`config.mk`:
```
export PLATFORM = sky130hd
export DESIGN_NAME = logic_gate_pipe
export DESIGN_NICKNAME = d
export VERILOG_FILES = /design/src/rtl/logic_gate_pipe.sv
export SDC_FILE = /design/constraint.sdc
export NUM_CORES = 1
export LEC_CHECK = 0
export CORE_MARGIN = 2
export CORE_UTILIZATION = 50
export DETAILED_ROUTE_END_ITERATION = 10
export DONT_BUFFER_PORTS = 1
export PLACE_DENSITY_LB_ADDON = 0.12
export SLEW_MARGIN = 20
export SYNTH_ARGS = -nofsm -noshare
export SYNTH_HDL_FRONTEND = slang
export SYNTH_SLANG_ARGS = --single-unit
```
`constraint.sdc`:
```
create_clock -name clk -period 3.5 [get_ports clk]
set_input_delay 0.7 -clock clk [delete_from_list [all_inputs] [get_ports clk]]
set_output_delay 0.7 -clock clk [all_outputs]
set_load 0.05 [all_outputs]
```
`src/rtl/logic_gate_pipe.sv`:
```
`timescale 1ns/1ps
// logic_gate_pipe: two-stage, back-pressurable bitwise logic unit.
//   clk, rst              : rising-edge clock, async active-high reset
//   in_valid/in_ready     : input handshake; in_a, in_b, in_op carried together
//   out_valid/out_ready   : output handshake; out_data from the stage-2 register
//   out_cnt               : completed output transfers, wraps silently
//   busy                  : either pipeline stage holds valid data
module logic_gate_pipe #(
  parameter int unsigned WIDTH = 8,
  parameter int unsigned CNT_W = 16
) (
  input  logic             clk,
  input  logic             rst,
  input  logic             in_valid,
  output logic             in_ready,
  input  logic [WIDTH-1:0] in_a,
  input  logic [WIDTH-1:0] in_b,
  input  logic [2:0]       in_op,
  output logic             out_valid,
  input  logic             out_ready,
  output logic [WIDTH-1:0] out_data,
  output logic [CNT_W-1:0] out_cnt,
  output logic             busy
);

  typedef enum logic [2:0] {
    OP_NOT  = 3'd0,
    OP_AND  = 3'd1,
    OP_OR   = 3'd2,
    OP_XOR  = 3'd3,
    OP_NAND = 3'd4,
    OP_NOR  = 3'd5,
    OP_XNOR = 3'd6,
    OP_PASS = 3'd7
  } op_e;

  logic             s1_valid_q, s1_valid_d;
  logic [WIDTH-1:0] s1_a_q, s1_a_d;
  logic [WIDTH-1:0] s1_b_q, s1_b_d;
  op_e              s1_op_q, s1_op_d;
  logic             s2_valid_q, s2_valid_d;
  logic [WIDTH-1:0] s2_data_q, s2_data_d;
  logic [CNT_W-1:0] cnt_q, cnt_d;

  logic             s2_free;
  logic             s1_move;
  logic             in_fire;
  logic             out_fire;
  logic [WIDTH-1:0] result;

  // Handshake/advance; in_ready is combinational from out_ready so a full
  // pipe can drain, shift and accept on the same edge.
  always_comb begin
    s2_free  = !s2_valid_q || out_ready;
    s1_move  = s1_valid_q && s2_free;
    in_ready = !s1_valid_q || s2_free;
    in_fire  = in_valid && in_ready;
    out_fire = s2_valid_q && out_ready;
  end

  always_comb begin
    result = '0;
    unique case (s1_op_q)
      OP_NOT:  result = ~s1_a_q;
      OP_AND:  result = s1_a_q & s1_b_q;
      OP_OR:   result = s1_a_q | s1_b_q;
      OP_XOR:  result = s1_a_q ^ s1_b_q;
      OP_NAND: result = ~(s1_a_q & s1_b_q);
      OP_NOR:  result = ~(s1_a_q | s1_b_q);
      OP_XNOR: result = ~(s1_a_q ^ s1_b_q);
      OP_PASS: result = s1_a_q;
      default: result = '0;
    endcase
  end

  always_comb begin
    s1_valid_d = s1_valid_q;
    s1_a_d     = s1_a_q;
    s1_b_d     = s1_b_q;
    s1_op_d    = s1_op_q;
    s2_valid_d = s2_valid_q;
    s2_data_d  = s2_data_q;
    cnt_d      = cnt_q;

    if (in_fire) begin
      s1_valid_d = 1'b1;
      s1_a_d     = in_a;
      s1_b_d     = in_b;
      s1_op_d    = op_e'(in_op);
    end else if (s1_move) begin
      s1_valid_d = 1'b0;
    end

    if (s1_move) begin
      s2_valid_d = 1'b1;
      s2_data_d  = result;
    end else if (out_fire) begin
      s2_valid_d = 1'b0;
    end

    if (out_fire) begin
      cnt_d = cnt_q + CNT_W'(1);
    end
  end

  always_ff @(posedge clk or posedge rst) begin
    if (rst) begin
      s1_valid_q <= 1'b0;
      s1_a_q     <= '0;
      s1_b_q     <= '0;
      s1_op_q    <= OP_NOT;
      s2_valid_q <= 1'b0;
      s2_data_q  <= '0;
      cnt_q      <= '0;
    end else begin
      s1_valid_q <= s1_valid_d;
      s1_a_q     <= s1_a_d;
      s1_b_q     <= s1_b_d;
      s1_op_q    <= s1_op_d;
      s2_valid_q <= s2_valid_d;
      s2_data_q  <= s2_data_d;
      cnt_q      <= cnt_d;
    end
  end

  always_comb begin
    out_valid = s2_valid_q;
    out_data  = s2_data_q;
    out_cnt   = cnt_q;
    busy      = s1_valid_q || s2_valid_q;
  end

endmodule

```
Yosys cells after proc, flatten, opt, wreduce, memory -nomap -nowiden:

Index checks and enable logic that the tools add are counted.

* flip-flop bits (word level): 45
* input port bits: 23
* output and inout port bits: 27
* word-level logic and storage cells: 38

* $add $sub $neg: 1
* eq/ne operators: 7
* mux-type cells: 5
* bitwise gates (word level): 7
* reduce and logical (&&, ||, !) cells: 11

Operator list (count)
* $pmux W8 S8: 1
* $not A8 Y8: 4
* $add A16 B1 Y16 const B: 1
* $eq A3 B3 Y1 const B: 4
* $and A8 B8 Y8: 1
* $or A8 B8 Y8: 1
* $xor A8 B8 Y8: 1
* $eq A3 B2 Y1 const B: 2
* $mux W1: 4
* $reduce_bool A2 Y1: 2
* $eq A3 B1 Y1 const B: 1
* $logic_and A1 B1 Y1: 3
* $logic_not A3 Y1: 1
* $logic_or A1 B1 Y1: 3
* $logic_not A1 Y1: 2

Logic depth before layout (Yosys ltp):

Gate-level depths: netlist of the first run.

* depth after elaboration: 5
* gate-level depth with buffers: 6
* gate-level depth less buffers: 6

Least setup slack after synthesis of the first run:

OpenSTA, ideal clock, no wires.

* path kind: register to register
* from: reg s2_valid_q, in the netlist out_valid
* to: reg s1_a_q[0]
* library setup time: 0.127 ns
* arrival: 1.853 ns
* data required time: 3.373 ns
* setup slack: 1.519 ns
* stages on the path, launching flop included: 5
* buffers on the path: 1
* clock period less this slack: 1.981 ns
* path through: dfrtp_1 nand3b_2 nand2_4 buf_6 mux2_1

* word-level cells in the longest chain between the ends: 4

RTL lines
* start, declared: RTL line 41 `logic s2_valid_q, s2_valid_d;`
* start signal, assigned: RTL line 120 `s2_valid_q <= s2_valid_d;`
* $logic_not A1 Y1: RTL line 54 `s2_free = !s2_valid_q || out_ready;`
* $logic_or A1 B1 Y1: RTL line 54
* $logic_or A1 B1 Y1: RTL line 56 `in_ready = !s1_valid_q || s2_free;`
* via in_ready: RTL line 15 `output logic in_ready,`
* $logic_and A1 B1 Y1: RTL line 57 `in_fire = in_valid && in_ready;`
* end signal, assigned: RTL line 109 `s1_a_q <= '0;`
* end signal, assigned: RTL line 117 `s1_a_q <= s1_a_d;`
* end, declared: RTL line 38 `logic [WIDTH-1:0] s1_a_q, s1_a_d;`

The timed path passes the listed nets, and every way through them passes these cells.
A chain may end at the register's enable or synchronous reset.

Worst setup path after layout of the first run:

* from: reg s2_valid_q, in the netlist out_valid
* to: out in_ready

* word-level cells in the longest chain between the ends: 3

RTL lines (RTL line)
* $logic_not A1 Y1: 54
* $logic_or A1 B1 Y1: 54
* $logic_or A1 B1 Y1: 56
* end, declared: 15

Every way passes these cells.

==> metrics.md, run 1 <==
| Metric | Value |
|---|---|
| Pwr dens | 624 nW/um2 |
| CP Max Fanout | 7 |
| Port-buffer cells | 0 |
| Fin crit period | 2230 ps |
| Ys async rst share | 100% |
| First-pass GRT wire length | slightly below 9000 um |
| CTS H-Tree Depth | 2 |
| Pleak | between 1 and 1.5 nW |
| Max_slew headroom | 51.0% |
| Core Rows | 26 |
| Ports | 50 |
| Share of layout cells above drive strength 1 | 14.9% |
| Fill cells | 445 |
| Total die area | 6000 um2 |
| CP max stage delay | 760 ps |
| Post-DRT Antenna Nets | 0 |
| Setup Skew | 2.26 ps |
| # setup viols final | 0 |
| Syn nets | between 200 and 300 |
| DRT Pass-1 Iters | 4 |
| Vias | 1787 |
| VDD IR max | 541 uV |
| CTS tree | yes |
| Top FF cell, synth | dfrtp_1 |
| Clk_lat worst skew | 300 ps |
| WP data arrival | 1530 ps |
| GPL Wtd Cong | 0.789 |
| Diode count | 0 |
| Fmax | 449 MHz |
| Syn Inst Count | 250 |
| RSZ-0062 raised after global routing | false |
| Post-Layout Cell Count | 319 |
| DP HPWL | 3450 um |
| Worst Path Buf+Inv | 0 |
| Antenna violations before repair | 0 |
| Tot GR Track Use | ~18% |
| WL/cell | 15.3 um |
| Largest net degree at the start of global routing | 32 |
| Worst Path Required | around 2800 ps |
| CTS max path bufs | 2 |
| Tightest Hold Check Type | in -> async |
| Synth unique cells | 35 |
| Sw frac | between 40% and 50% |
| Final slew viol count | 0 |
| Endpoints failing hold | 0 |
| Number of synthesized flops with an enable pin | 0 |
| Overall power | 0.00176 W |
| Setup Fix Bufs, Post-CTS | 0 |
| Die height | about 77 um |
| Cell area after synthesis | 2700 um2 |
| Total grt overflow | 0 |
| Vias in the first global route | ~1800 |
| Worst Setup End Kind | output pin |
| Area Growth Syn to Fin | 4.59% |
| CP Class | reg -> out |
| CTS Hold Bufs | 0 |
| CP cell instances | nand3b_2 |
| Clock tree sinks | 45 |
| Layout Nets | 288 |
| Combinational group share of total power | a little over a fifth |
| Outcome | finished clean |
| Psw | 0.000744 W |
| Num CTS Buffers | 5 |
| Syn_area_per_cell | 10.8 um2 |
| Drt first-iter violations | 80 |
| Crit-path leading delay family | flip-flops |
| Worst Tran Pin Value | 731 ps |
| Sequential area share after synthesis | between 40% and 50% |
| Setup TNS | 0 ps |
| Post-Route WL | between 4000 and 5000 um |
| Die width | 77.5 um |
| Root Buffer | clkbuf_8 |
| Fin Hold WS | between 300 and 400 ps |
| Placed insts | 311 |
| Maxcap violations | 0 |
| Synthesis-stage register bit count | 45 |
| Clock share of power | 22.6% |
| Internal power | about 0.0010 W |
| DR DRC count | 0 |
| Worst-path clk slew | 90 ps |
| Worst setup SP type | register |
| Starting Density | 52.2% |
| Fin crit share | between 60 and 70% |
| Via density | 5.60 |
| Sequential share of power | 56.0% |
| Core area | 5170 um2 |
| Synth warn | 0 |
| Slowest cell on crit path | dfrtp_1 |
| # resized after CTS | 0 |
==> power groups by stage <==
stage / clock (W) / combinational (W) / sequential (W)
3_3_place_gp: 0 / 0.000370 / 0.000997
3_5_place_dp: 0 / 0.000381 / 0.00100
5_1_grt: 0.000435 / 0.000438 / 0.00101
6_report: 0.000398 / 0.000376 / 0.000987
4_1_cts: 0.000411 / 0.000382 / 0.000989
2_1_floorplan: 0 / 0.000358 / 0.000953
==> worst register-to-register path, cell delays in order (launching register included) <==
cell and delay, ps:
dfrtp_1 760, nand3b_2 470, nand2_4 400, mux2_2 380
==> cells in the mapped netlist, types with 2 or more instances <==
library cell | number | share of area (%)
a21o_1 | 8 | 2.2
inv_1 | 25 | 3.5
mux2_1 | 10 | 4.2
a211oi_2 | 2 | 0.93
and4_1 | 3 | 0.97
clkbuf_2 | 2 | 0.37
xor2_1 | 4 | 1.3
buf_2 | 3 | 0.56
mux2_2 | 10 | 4.2
xnor2_1 | 11 | 3.6
a211oi_1 | 14 | 3.9
nand3_1 | 4 | 0.74
nand2b_1 | 6 | 1.4
nand4_1 | 4 | 0.93
nor2_1 | 4 | 0.56
and3_1 | 2 | 0.46
nand2_1 | 22 | 3.1
buf_6 | 3 | 1.3
nor3_2 | 2 | 0.74
a2111oi_2 | 8 | 4.4
o21ai_1 | 8 | 1.5
dfrtp_1 | 45 | 42
nor2b_1 | 12 | 2.8
ha_1 | 17 | 7.9
and2b_1 | 4 | 1.1
o32ai_1 | 8 | 2.6
==> registers in the layout, indices dropped and copies added (netlist names) <==
| register | count |
|---|---|
| out_cnt | 16 |
| out_data | 8 |
| s1_a_q | 8 |
| s1_b_q | 8 |
| s1_op_q | 3 |
| out_valid | 1 |
| s1_valid_q | 1 |
==> kinds of logic after synthesis <==
kind of cell | after synthesis | synth area share [%]
AND/OR/NAND/NOR | 69 | 14.8
AO/OA/AOI/OAI | 48 | 15.6
flip-flops | 45 | 41.7
buffers and inverters | 36 | 6.81
multiplexers | 20 | 8.34
adder cells (fa/ha/maj) | 17 | 7.88
XOR/XNOR | 15 | 4.87
==> worst paths after layout <==
| kind | cells after the start | startpoint | to | slack, ps |
|---|---|---|---|---|
| hold reg to reg | 1 | s1_b_q[6] | s1_b_q[6] | 530 |
| max in group asynchronous | 2 | rst | s1_b_q[6] | 2480 |
| setup reg to reg | 3 | out_valid | s1_a_q[1] | 1380 |
| hold / removal | 1 | rst | out_cnt[3] | 310 |
| min in group clk | 1 | in_valid | s1_valid_q | 500 |
| setup / recovery | 1 | out_valid | in_ready | 1270 |
==> per-layer routing <==
layer  track usage (%)  wire length, um
met5                 0                0
met4              6.61               88
met3              5.81              248
met2              28.8             2200
met1              24.0             2340
==> cell usage in the layout (no fill, tap or decap), types with 3 or more instances in the layout <==
master,netlist,routed
dfrtp_1,45,45
inv_1,25,24
nand2_1,22,22
ha_1,17,17
a211oi_1,14,14
nor2b_1,12,12
xnor2_1,11,11
mux2_1,10,10
mux2_2,10,10
o32ai_1,8,8
a2111oi_2,8,8
a21o_1,8,8
o21ai_1,8,8
nand2b_1,6,6
clkbuf_8,0,5
and2b_1,4,4
nand3_1,4,4
nor2_1,4,4
xor2_1,4,4
nand4_1,4,4
and4_1,3,3
==> metrics by stage <==
step                      area, um2  utilization [%]  setup slack (ps)
final                          2820             54.6              1270
after CTS                      2820             54.6              1260
after global placement         2710             52.4              1410
after detailed placement       2710             52.4              1390
after global routing           2820             54.6              1210
after floorplan                2700                -              1520
==> final cells by class <==
type | count | area (um2) | area share, %
inverter | 25 | 93.8 | 3.32
tap | 70 | 87.6 | 3.10
sequential | 45 | 1130 | 39.9
clock buffer | 6 | 72.6 | 2.57
multi-input combinational | 169 | 1390 | 49.2
clock inverter | 2 | 38.8 | 1.37
timing repair buffer | 2 | 15.0 | 0.532
Note: power is estimated with default switching activity, not from simulation.
==> run 2: changes to the inputs <==
==> constraint.sdc (replaced) <==
create_clock -name clk -period 2.1 [get_ports clk]
set_input_delay 0.42 -clock clk [delete_from_list [all_inputs] [get_ports clk]]
set_output_delay 0.42 -clock clk [all_outputs]
set_load 0.05 [all_outputs]
==> run 2 against run 1 <==
Compared with the run above:
- register-to-register slack lost 1000 ps
- design area increased by 4.1%
- first-iteration DRC count is 7.5% lower
- global-route usage rose by 0.67 points
- combinational power grew to 2.7 times the previous value
- critical endpoint is now out_data[7]
- flip-flop and latch count stayed put
- count of clock-buffer cells in the layout shrank 1
- critical path type is now reg -> reg
- largest power group unchanged
- power rose by 67%
- core utilization grew 2.2 points
- clock power up 38%
- cell count rose by 5.6%
==> metrics.md, run 2 (same netlist as run 1, synthesis figures left out) <==
| Metric | Value |
|---|---|
| Die height | 77.5 um (unchanged) |
| R2r worst-path depth | 4 (was 3) |
| WP data arrival | 1920 ps (was 1530 ps) |
| Clock tree sinks | 45 (unchanged) |
| Ports | 50 (unchanged) |
| Core area | 5170 um2 (unchanged) |
| Vias | 1808 (was 1787) |
| Share of layout cells above drive strength 1 | 21.0% (was 14.9%) |
| CTS H-Tree Depth | 2 (unchanged) |
| Fin crit period | 1730 ps |
| Most common cell after layout, fill and taps aside | dfrtp_1 (unchanged) |
| DP HPWL | 3640 um (was 3450 um) |
| Worst Tran Pin Value | 582 ps (was 731 ps) |
| Max_slew headroom | 61.2% (was 51.0%) |
| Pwr dens | 998 nW/um2 (was 624 nW/um2) |
| Layout Nets | 306 (was 288) |
| Commonest non-fill, non-tap cells in the layout | dfrtp_1 (45), inv_1 (24), nand2_1 (22) (unchanged) |
| Core Rows | 26 (unchanged) |
| DRT Pass-1 Iters | 4 (unchanged) |
| Area Growth Syn to Fin | 8.85% (was 4.59%) |
| Num CTS Buffers | 5 (unchanged) |
| CTS Hold Bufs | 0 (unchanged) |
| Worst-path clk slew | 90 ps (about the same) |
| # setup viols final | 0 (unchanged) |
| Outcome | finished clean (unchanged) |
| Maxcap violations | 0 (unchanged) |
| RSZ-0062 raised after global routing | false (unchanged) |
| Root Buffer | clkbuf_8 (unchanged) |
| Final slew viol count | 0 (unchanged) |
| Port-buffer cells | 0 (unchanged) |
| Setup Fix Bufs, Post-CTS | 0 (unchanged) |
| Setup TNS | 0 ps (unchanged) |
| GPL Wtd Cong | 0.789 (about the same) |
| Worst setup SP type | register (unchanged) |
| # resized after CTS | 0 (unchanged) |
| Diode count | 0 (unchanged) |
| Via density | 5.36 (was 5.60) |
| Worst Path Required | 2290 ps (was 2800 ps) |
| CP Max Fanout | 14 (was 7) |
| Vias in the first global route | 1907 (was 1801) |
| Largest net degree at the start of global routing | 46 (was 32) |
| Tightest Hold Check Type | in -> async (unchanged) |
| WL/cell | 15.0 um (was 15.3 um) |
| Die width | 77.5 um (unchanged) |
| First-pass GRT wire length | 9170 um (was 8690 um) |
| Fin Hold WS | 126 ps (was 306 ps) |
| Clk_lat worst skew | 300 ps (about the same) |
| VDD IR max | 573 uV (was 541 uV) |
| Endpoints failing hold | 0 (unchanged) |
| CTS max path bufs | 2 (unchanged) |
| DR DRC count | 0 (unchanged) |
| Starting Density | 52.2% (unchanged) |
| Max reg flops | 16 (unchanged) |
| Setup Skew | 4.87 ps (was 2.26 ps) |
| Drt first-iter violations | 74 (was 80) |
| CP Class | reg -> reg (was reg -> out) |
| Worst Setup End Kind | register (was output pin) |
| Pleak | 1.37 nW (was 1.29 nW) |
| CTS tree | yes (unchanged) |
| Total grt overflow | 0 (unchanged) |
| Tot GR Track Use | 19.1% (was 18.4%) |
| Fin crit share | 82.6% |
| Total die area | 6000 um2 (unchanged) |
| Fill cells | 456 (was 445) |
| Post-DRT Antenna Nets | 0 (unchanged) |
| Fmax | 577 MHz |
| Layout Utilization | 56.8% (was 54.6%) |
| Post-Route WL | 5040 um (was 4880 um) |
| Antenna violations before repair | 0 (unchanged) |
-- run 2: cell types whose count changed in the layout (fill, tap and decap cells not counted) --
cell       before  now
buf_4           2   20
bufinv_16       1    0
clkbuf_1        1    0
clkinv_2        0    1
clkinv_4        1    2
-- run 2: final cells by class --
| cell class | instances | area [um2] | area share [%] |
|---|---|---|---|
| Tap cell | 70 | 87.6 | 2.98 |
| Clock buffer | 5 | 68.8 | 2.34 |
| Clock inverter | 3 | 22.5 | 0.766 |
| Multi-Input combinational cell | 169 | 1390 | 47.3 |
| Sequential cell | 45 | 1130 | 38.3 |
| Timing Repair Buffer | 20 | 150 | 5.11 |
| Inverter | 25 | 93.8 | 3.19 |
-- run 2: critical path, stage by stage, from the launching register on --
cell       delay, ps
dfrtp_1          630
nand2b_1         380
o32ai_1          170
a2111oi_2        320
o21ai_1          120
-- run 2: power breakdown --
part / switching (W) / internal [W] / leakage (nW)
combinational: 0.000598 / 0.000399 / 0.768
sequential: 0.000358 / 0.00103 / 0.555
clock: 0.000312 / 0.000236 / 0.0481
total: 0.00127 / 0.00167 / 1.37
-- run 2: layer usage --
metal | track usage [%] | up-vias | routed length (um)
met5 | 0 | - | 0
met4 | 6.43 | 0 | 74
met3 | 4.77 | 7 | 234
met2 | 29.6 | 34 | 2300
met1 | 26.1 | 865 | 2430
li1 | - | 902 | -
-- run 2: path summary, 6_finish.rpt --
path / start / endpoint / slack (ps)
max in group asynchronous: rst / s1_a_q[4] / 1560
hold / removal: rst / out_cnt[9] / 130
hold reg to reg: out_cnt[8] / out_cnt[8] / 490
setup / recovery: s1_op_q[1] / out_data[7] / 370
setup reg to reg: s1_op_q[1] / out_data[7] / 370
min in group clk: in_valid / s1_valid_q / 220
-- run 2: through the flow --
stage / total power, W / instance area, um2 / setup WS, ps / instances
after floorplan: 0.00218 / 2700 / 119 / 250
after global placement: 0.00240 / 2850 / 409 / 329
after detailed placement: 0.00241 / 2850 / 360 / 329
after CTS: 0.00298 / 2940 / 342 / 337
after global routing: 0.00315 / 2940 / 208 / 337
final: 0.00293 / 2940 / 366 / 337
